===== src/rtl/seq_shift_add_multiplier.sv =====
// Iterative 16x16 unsigned shift-add multiplier with a start/ready handshake.
// One partial-product step per clock through a 16-bit carry-select adder.

module carry_select_adder (
  input  logic [15:0] a,
  input  logic [15:0] b,
  input  logic        carry_in,
  output logic [15:0] sum,
  output logic        carry_out
);
  logic [4:0] carry;
  logic [4:0] r0;
  logic [4:0] r1;
  logic [4:0] sel;

  // Each 4-bit block precomputes both carry-in cases; the incoming carry picks one.
  always_comb begin
    carry    = '0;
    carry[0] = carry_in;
    sum      = '0;
    r0       = '0;
    r1       = '0;
    sel      = '0;
    for (int unsigned blk = 0; blk < 4; blk++) begin
      r0 = {1'b0, a[blk*4 +: 4]} + {1'b0, b[blk*4 +: 4]};
      r1 = r0 + 5'd1;
      sel = carry[blk] ? r1 : r0;
      sum[blk*4 +: 4] = sel[3:0];
      carry[blk+1]    = sel[4];
    end
    carry_out = carry[4];
  end
endmodule

module seq_shift_add_multiplier #(
  parameter int WIDTH = 16
) (
  input  logic                 clock,
  input  logic                 reset_n,
  input  logic                 ctrl_mult,
  input  logic                 ctrl_abort,
  input  logic [WIDTH-1:0]     data_operandA,
  input  logic [WIDTH-1:0]     data_operandB,
  output logic [2*WIDTH-1:0]   data_result,
  output logic                 data_resultRDY,
  output logic                 busy
);
  typedef enum logic [1:0] {
    IDLE = 2'd0,
    RUN  = 2'd1,
    DONE = 2'd2
  } state_t;

  state_t             state_q, state_d;
  logic [3:0]         count_q, count_d;
  logic [WIDTH-1:0]   mcand_q, mcand_d;
  logic [WIDTH-1:0]   hi_q, hi_d;
  logic [WIDTH-1:0]   lo_q, lo_d;
  logic [2*WIDTH-1:0] result_q, result_d;

  logic [WIDTH-1:0]   addend;
  logic [WIDTH-1:0]   sum;
  logic               cout;
  logic [2*WIDTH-1:0] step_prod;
  logic               start;
  logic               last_step;

  carry_select_adder u_adder (
    .a         (hi_q),
    .b         (addend),
    .carry_in  (1'b0),
    .sum       (sum),
    .carry_out (cout)
  );

  always_comb begin
    addend    = lo_q[0] ? mcand_q : '0;
    step_prod = {cout, sum, lo_q[WIDTH-1:1]};
    start     = ctrl_mult && !ctrl_abort && (state_q == IDLE || state_q == DONE);
    last_step = (state_q == RUN) && (count_q == 4'd15);
  end

  always_ff @(posedge clock or negedge reset_n) begin
    if (!reset_n) begin
      state_q  <= IDLE;
      count_q  <= '0;
      mcand_q  <= '0;
      hi_q     <= '0;
      lo_q     <= '0;
      result_q <= '0;
    end else begin
      state_q  <= state_d;
      count_q  <= count_d;
      mcand_q  <= mcand_d;
      hi_q     <= hi_d;
      lo_q     <= lo_d;
      result_q <= result_d;
    end
  end

  // Abort dominates both a new start and completion on the final step.
  always_comb begin
    state_d = state_q;
    if (ctrl_abort) begin
      state_d = IDLE;
    end else begin
      unique case (state_q)
        IDLE:    state_d = ctrl_mult ? RUN : IDLE;
        RUN:     state_d = (count_q == 4'd15) ? DONE : RUN;
        DONE:    state_d = ctrl_mult ? RUN : IDLE;
        default: state_d = IDLE;
      endcase
    end
  end

  always_comb begin
    count_d  = count_q;
    mcand_d  = mcand_q;
    hi_d     = hi_q;
    lo_d     = lo_q;
    result_d = result_q;
    if (ctrl_abort) begin
      count_d = '0;
    end else if (start) begin
      mcand_d = data_operandA;
      lo_d    = data_operandB;
      hi_d    = '0;
      count_d = '0;
    end else if (state_q == RUN) begin
      {hi_d, lo_d} = step_prod;
      count_d      = count_q + 4'd1;
      if (last_step) begin
        result_d = step_prod;
      end
    end
  end

  always_comb begin
    busy           = (state_q == RUN);
    data_resultRDY = (state_q == DONE);
    data_result    = result_q;
  end
endmodule


===== config.mk =====
export PLATFORM = sky130hd
export DESIGN_NAME = seq_shift_add_multiplier
export DESIGN_NICKNAME = d
export VERILOG_FILES = /design/src/rtl/seq_shift_add_multiplier.sv
export SDC_FILE = /design/constraint.sdc
export NUM_CORES = 1
export LEC_CHECK = 0
export CAP_MARGIN = 10
export CORE_UTILIZATION = 48
export DETAILED_ROUTE_END_ITERATION = 12
export PLACE_DENSITY_LB_ADDON = 0.05
export RECOVER_POWER = 25
export SYNTH_ARGS = -nofsm -noshare
export SYNTH_HDL_FRONTEND = slang
export SYNTH_SLANG_ARGS = --single-unit

===== constraint.sdc =====
create_clock -name clock -period 3.3 [get_ports clock]
set_input_delay 0.66 -clock clock [delete_from_list [all_inputs] [get_ports clock]]
set_output_delay 0.66 -clock clock [all_outputs]
set_load 0.01 [all_outputs]

==> impl_metrics.json, run 1 <==
{
  "synth_mux_area_share_pct": 8.45,
  "critical_path_class": "flop to flop",
  "portBuffers": 69,
  "cts_buffer_depth": 2,
  "ios": 70,
  "gp_congestion": 0.863,
  "synth.distinct_cells": 43,
  "synth_edf_count": 0,
  "vdd_drop_max_mv": 0.238,
  "clk_latency_ns": 0.35,
  "dpl.cell_count": 581,
  "cp_common_cell": "mux2_4",
  "synthAdderAreaFrac_pct": 7.64,
  "period_needed_ns": 3.18,
  "layout-drive-gt1-share_pct": 13.9,
  "antenna_found_initial": 0,
  "drc": 0,
  "dieArea_sq_um": 9390,
  "cts-root-buf": "clkbuf_8",
  "clk_pin_slew_ns": 0.09,
  "synth_top_family_by_area": "simple AND/OR/NAND/NOR gates",
  "synth_area_per_cell_sq_um": 10.5,
  "syn_inst": 412,
  "violations": "max-capacitance violations, max-slew violations",
  "ys.flop_type": "dfrtp_1",
  "endpoint_kind": "flop",
  "switchingPower_mw": 0.975,
  "grt_max_degree": 87,
  "area_growth_pct": 24.1,
  "p_leak_nw": 2.58,
  "die_w_microns": 96.9,
  "worstMarginPinSlew_ns": 2.13,
  "dp_hpwl_microns": 6070,
  "ant_nets": 0,
  "start_kind": "flop",
  "yosys.area_share.simple_pct": 17.4,
  "finalNonFillerCells": 598,
  "drt_iter0_markers": 108,
  "placementRows": 34,
  "h-tree-depth": 3,
  "p_per_area_nw_per_um2": 558,
  "drt-total-wl_microns": 9030,
  "cts_tree": "built",
  "antennaDiodeCount": 0,
  "avgRoutedWirePerCell_microns": 15.1,
  "p_int_mw": 2.02,
  "synth_seq_cells": 86,
  "yosys.area_share.xor_xnor_pct": 4.66,
  "core_sq_um": 8720,
  "synth-async-reset-ratio_pct": 100,
  "grt_util_all_layers_pct": 20.9,
  "fmax_mhz": 314,
  "cp_slowest_cell": "dfrtp_2",
  "placed_area_sq_um": 5150,
  "final_core_util_pct": 61.5,
  "final_area_sq_um": 5360,
  "clkSinkCount": 86,
  "hp-class": "flop to flop",
  "clock_power_share_pct": 25.2,
  "synth_area_leader_cell": "dfrtp_1",
  "fin_nets": 545,
  "cp.arrival_ns": 3.43,
  "fin_crit_sh_pct": 96.5,
  "grt_pass1_vias": 3217,
  "p_seq_share_pct": 45.0,
  "setup_ws_ns": 0.116,
  "cp_cell_sequence": "and2_1, ha_1, fa_1, xor2_2, nand2_1, nor4b_4, mux2_4, xor2_4, mux2_4, mux2_2",
  "grt-ovfl-total": 0,
  "crit_required_ns": 3.54,
  "grt_pass1_wl_microns": 15700,
  "synth_area_sq_um": 4320,
  "tns_ns": 0,
  "drt-vias-per-instance": 5.24,
  "fin_hold_ws_ns": 0.483,
  "start_util_pct": 49.6,
  "switching_share_pct": 32.6,
  "yosys_warnings": 0,
  "synth-compound-area-share_pct": 9.00,
  "syn_nets": 472,
  "final_hold_viol_count": 0,
  "critPathMaxFanout": 9,
  "skew_ns": 0.0101,
  "synth_seq_area_share_pct": 49.8,
  "die_height_microns": 96.9,
  "critPathMaxStageDelay_ns": 0.47,
  "maxCapViolations": 1,
  "drt_first_pass_iters": 4,
  "drv_slew": 87,
  "finalSetupViolCount": 0,
  "synthTopCellsByArea": "dfrtp_1 50%, nand2_1 9.3%, mux2_2 6.3%",
  "power.total_mw": 2.99,
  "dpl_worst_slack_ns": 0.0631,
  "outcome": "complete, but fails checks",
  "cts_made_buffers": 9,
  "comb_power_share_pct": 29.9,
  "vias": 3134,
  "relSlewSlack_pct": -42.1,
  "synth_top_area_share_pct": 49.8
}
power groups by stage:
stage / clock network [mW] / registers, mW / logic, mW
2_1_floorplan: 0 / 1.32 / 0.656
3_3_place_gp: 0 / 1.36 / 0.862
3_5_place_dp: 0 / 1.36 / 0.888
4_1_cts: 0.773 / 1.34 / 0.895
5_1_grt: 0.817 / 1.37 / 1.01
6_report: 0.753 / 1.34 / 0.894
synthesized netlist by cell type, drive strengths merged (2+ instances only):
| master | instances |
|---|---|
| nand2b | 4 |
| xor2 | 6 |
| fa | 4 |
| nor3 | 3 |
| ha | 20 |
| o21ai | 6 |
| and3 | 3 |
| nor2 | 12 |
| nand3 | 5 |
| nand2 | 107 |
| and2 | 13 |
| buf | 3 |
| nand4 | 2 |
| a22oi | 18 |
| mux2 | 27 |
| nor2b | 5 |
| a21o | 5 |
| nor4b | 2 |
| a22o | 13 |
| mux2i | 5 |
| clkbuf | 15 |
| dfrtp | 86 |
| xnor2 | 14 |
| a21oi | 10 |
| nor3b | 2 |
| inv | 14 |
placed cells by master, fill, tap and decap left out, types with 4 or more instances in the layout:
master and n:
nand3_1 5, clkdlybuf4s50_1 67, a21o_1 4, clkbuf_8 10, mux2_2 24, a21oi_1 8
and2_1 13, a22o_1 12, dfrtp_1 85, fa_1 4, nand2b_1 4, nor2b_1 4
xor2_1 4, inv_1 14, o21ai_0 6, buf_4 11, nand2_1 107, ha_1 20
nor2_1 11, xnor2_1 14, a22oi_1 18, mux2i_1 5
registers in the layout, summed over array words and instances, names as in the netlist:
register and cells:
count_q 4, data_result 32, hi_q 16, mcand_q 16, state_q 2, lo_q 16
layout make-up:
class	count	area, sq um
Sequential cell	86	2150
Tap cell	108	135
Clock inverter	5	58.8
Clock buffer	11	141
Multi-Input combinational cell	294	2050
Timing Repair Buffer	80	768
Fill cell	767	3360
Inverter	14	52.6
critical path: cells and delay by family (launching register included):
family	cells	cell delay [ns]
and+or+nand+nor	3	0.56
xor gates and xnor gates	2	0.43
adders and majority gates	2	0.64
muxes	3	0.96
DFF	1	0.47
layer usage:
metal | track usage, % | part of all wire [%]
met1 | 30.9 | 50
met2 | 31.0 | 45
met3 | 3.61 | 3.3
met4 | 7.58 | 1.7
met5 | 0 | 0
what timing repair did:
action,4_1_cts,5_1_grt
setup buffers,0,1
gates resized for setup,0,2
hold buffers,0,0
setup endpoints to repair,0,1
worst paths after layout:
check	startpoint	to	slack [ns]	cells after the start
hold / removal	data_result[3]	data_result[3]	0.48	2
min in group asynchronous	reset_n	data_result[26]	0.90	1
hold reg to reg	data_result[3]	data_result[3]	0.48	2
max in group asynchronous	reset_n	lo_q[0]	0.98	1
setup reg to reg	lo_q[0]	data_result[28]	0.12	10
setup / recovery	lo_q[0]	data_result[28]	0.12	10
kinds of logic after synthesis:
group | Yosys count
AND/OR/NAND/NOR | 164
flip-flops | 86
AO/OA/AOI/OAI | 54
buffers and inverters | 32
multiplexers | 32
adder cells (fa/ha/maj) | 24
XOR/XNOR | 20
No activity file was read; power rests on OpenSTA's default activity.
==> inputs of run 2 (changes only) <==
--- a/config.mk
+++ b/config.mk
@@ -5,6 +5,7 @@
 export SDC_FILE = /design/constraint.sdc
 export NUM_CORES = 1
 export LEC_CHECK = 0
+export ABC_CLOCK_PERIOD_IN_PS = 3300
 export CAP_MARGIN = 10
 export CORE_UTILIZATION = 48
 export DETAILED_ROUTE_END_ITERATION = 12
==> results of run 2 <==
The final DEF is identical to that of run 1; final timing and power are the same.
==> inputs of run 3 (changes only) <==
--- a/config.mk
+++ b/config.mk
@@ -8,6 +8,7 @@
 export ABC_CLOCK_PERIOD_IN_PS = 3300
 export CAP_MARGIN = 10
 export CORE_UTILIZATION = 48
+export CTS_BUF_LIST = sky130_fd_sc_hd__clkbuf_16
 export DETAILED_ROUTE_END_ITERATION = 12
 export PLACE_DENSITY_LB_ADDON = 0.05
 export RECOVER_POWER = 25
==> impl_metrics.json, run 3 (synthesized netlist as in run 1, its figures left out) <==
{
  "placementRows": 34,
  "cts_buffer_depth": 2,
  "clk_pin_slew_ns": 0.06,
  "drv_slew": 87,
  "rrSetupSlack_ns": 0.12,
  "critical_path_class": "flop to flop",
  "gp_congestion": 0.863,
  "power.total_mw": 3.23,
  "busiest_layer": "met2",
  "cp_cell_sequence": "and2_1, ha_1, fa_1, xor2_2, nand2_1, nor4b_4, mux2_4, xor2_4, mux2_4, mux2_2",
  "drt-vias-per-instance": 5.24,
  "crit_required_ns": 3.52,
  "drt-total-wl_microns": 9000,
  "portBuffers": 69,
  "skew_ns": 0.00648,
  "final_area_sq_um": 5470,
  "grt-ovfl-total": 0,
  "largest_reg_flops": 32,
  "cts_made_buffers": 9,
  "fin_nets": 547,
  "mostFrequentLayoutCell": "nand2_1",
  "final_hold_viol_count": 0,
  "switchingPower_mw": 0.998,
  "fill_cells": 755,
  "die_w_microns": 96.9,
  "cp_common_cell": "mux2_4",
  "vias": 3142,
  "ant_nets": 0,
  "antenna_found_initial": 0,
  "h-tree-depth": 3,
  "dp_hpwl_microns": 6070,
  "finalSetupViolCount": 0,
  "drc": 0,
  "outcome": "complete, but fails checks",
  "cp_slowest_cell": "dfrtp_2",
  "cts_tree": "built",
  "critPathMaxFanout": 7,
  "placed_area_sq_um": 5150,
  "maxCapViolations": 1,
  "critPathMaxStageDelay_ns": 0.44,
  "die_height_microns": 96.9,
  "core_sq_um": 8720,
  "p_per_area_nw_per_um2": 591,
  "worstMarginPinSlew_ns": 2.11,
  "dieArea_sq_um": 9390,
  "clkSinkCount": 86,
  "layout_common_cells": "107 x nand2_1, 85 x dfrtp_1, 67 x clkdlybuf4s50_1, 24 x mux2_2, 20 x ha_1",
  "cp.arrival_ns": 3.40,
  "fmax_mhz": 314,
  "antennaDiodeCount": 0,
  "violations": "max-capacitance violations, max-slew violations",
  "drt_first_pass_iters": 5,
  "ios": 70,
  "period_needed_ns": 3.18,
  "p_int_mw": 2.23,
  "met2_usage_pct": 31.2,
  "hold_buffers": 0,
  "grt_util_all_layers_pct": 20.9,
  "grt_pass1_vias": 3221,
  "grt_max_degree": 87,
  "layout-drive-gt1-share_pct": 14.0,
  "endpoint_kind": "flop",
  "clk_latency_ns": 0.33,
  "vdd_drop_max_mv": 0.252,
  "area_growth_pct": 26.5,
  "start_kind": "flop",
  "comb_power_share_pct": 27.8,
  "gr-usage-met3_pct": 3.61,
  "grt_pass1_wl_microns": 15700,
  "clock_power_share_pct": 30.5,
  "start_util_pct": 49.6,
  "p_leak_nw": 2.63,
  "cts-root-buf": "clkbuf_16",
  "drt_iter0_markers": 104,
  "switching_share_pct": 30.9,
  "avgRoutedWirePerCell_microns": 15.0,
  "hp-class": "flop to flop",
  "relSlewSlack_pct": -40.8,
  "fin_crit_sh_pct": 96.4,
  "met1_usage_pct": 30.8,
  "p_seq_share_pct": 41.7
}
run 3: cell type report:
class                           instances  area [sq um]  area share, %
Clock buffer                            9           225           4.12
Clock inverter                          7          66.3           1.21
Inverter                               14          52.6          0.961
Multi-Input combinational cell        294          2050           37.5
Sequential cell                        86          2150           39.4
Tap cell                              108           135           2.47
Timing Repair Buffer                   82           783           14.3
run 3: path summary, 6_finish.rpt:
path	cells after the start	endpoint	startpoint
worst max-delay path	10	data_result[28]	lo_q[0]
worst min-delay path	2	data_result[8]	data_result[8]
worst max register to register	10	data_result[28]	lo_q[0]
worst min register to register	2	data_result[8]	data_result[8]
max in group asynchronous	1	lo_q[0]	reset_n
min in group asynchronous	1	data_result[26]	reset_n
run 3: per-stage QoR:
step | TNS (ns) | utilization (%) | instances | hold slack (ns) | setup slack (ns)
after global routing | -0.00487 | 62.7 | 600 | 0.494 | -0.00487
after global placement | 0 | 59.1 | 581 | 0.461 | 0.152
after detailed placement | 0 | 59.1 | 581 | 0.461 | 0.0631
final | 0 | 62.7 | 600 | 0.478 | 0.118
after CTS | 0 | 62.4 | 597 | 0.482 | 0.0489
after floorplan | 0 | - | 412 | 0.364 | 0.0330
run 3: power groups by stage:
stage | Clock (mW) | Combinational (mW) | Sequential (mW)
global route | 1.05 | 1.01 | 1.37
global placement | 0 | 0.862 | 1.36
floorplan | 0 | 0.656 | 1.32
CTS | 1.01 | 0.896 | 1.35
detailed placement | 0 | 0.888 | 1.36
finish | 0.986 | 0.898 | 1.35
run 3: routing by layer:
metal / wire length (microns) / vias up
met2: 4080 / 64
met5: 0 / -
li1: - / 1540
met1: 4480 / 1526
met3: 313 / 12
met4: 125 / 0
run 3: critical path: cells and delay by family, from the launching register on:
kind	cells	cell delay, ns
mux	3	0.97
fa+ha+maj	2	0.64
simple gates	3	0.59
flops	1	0.44
xor+xnor	2	0.43
run 3: what timing repair did:
item | in CTS | in global routing
setup endpoints to repair | 0 | 1
gates resized for setup | 0 | 2
buffers inserted | 0 | 3
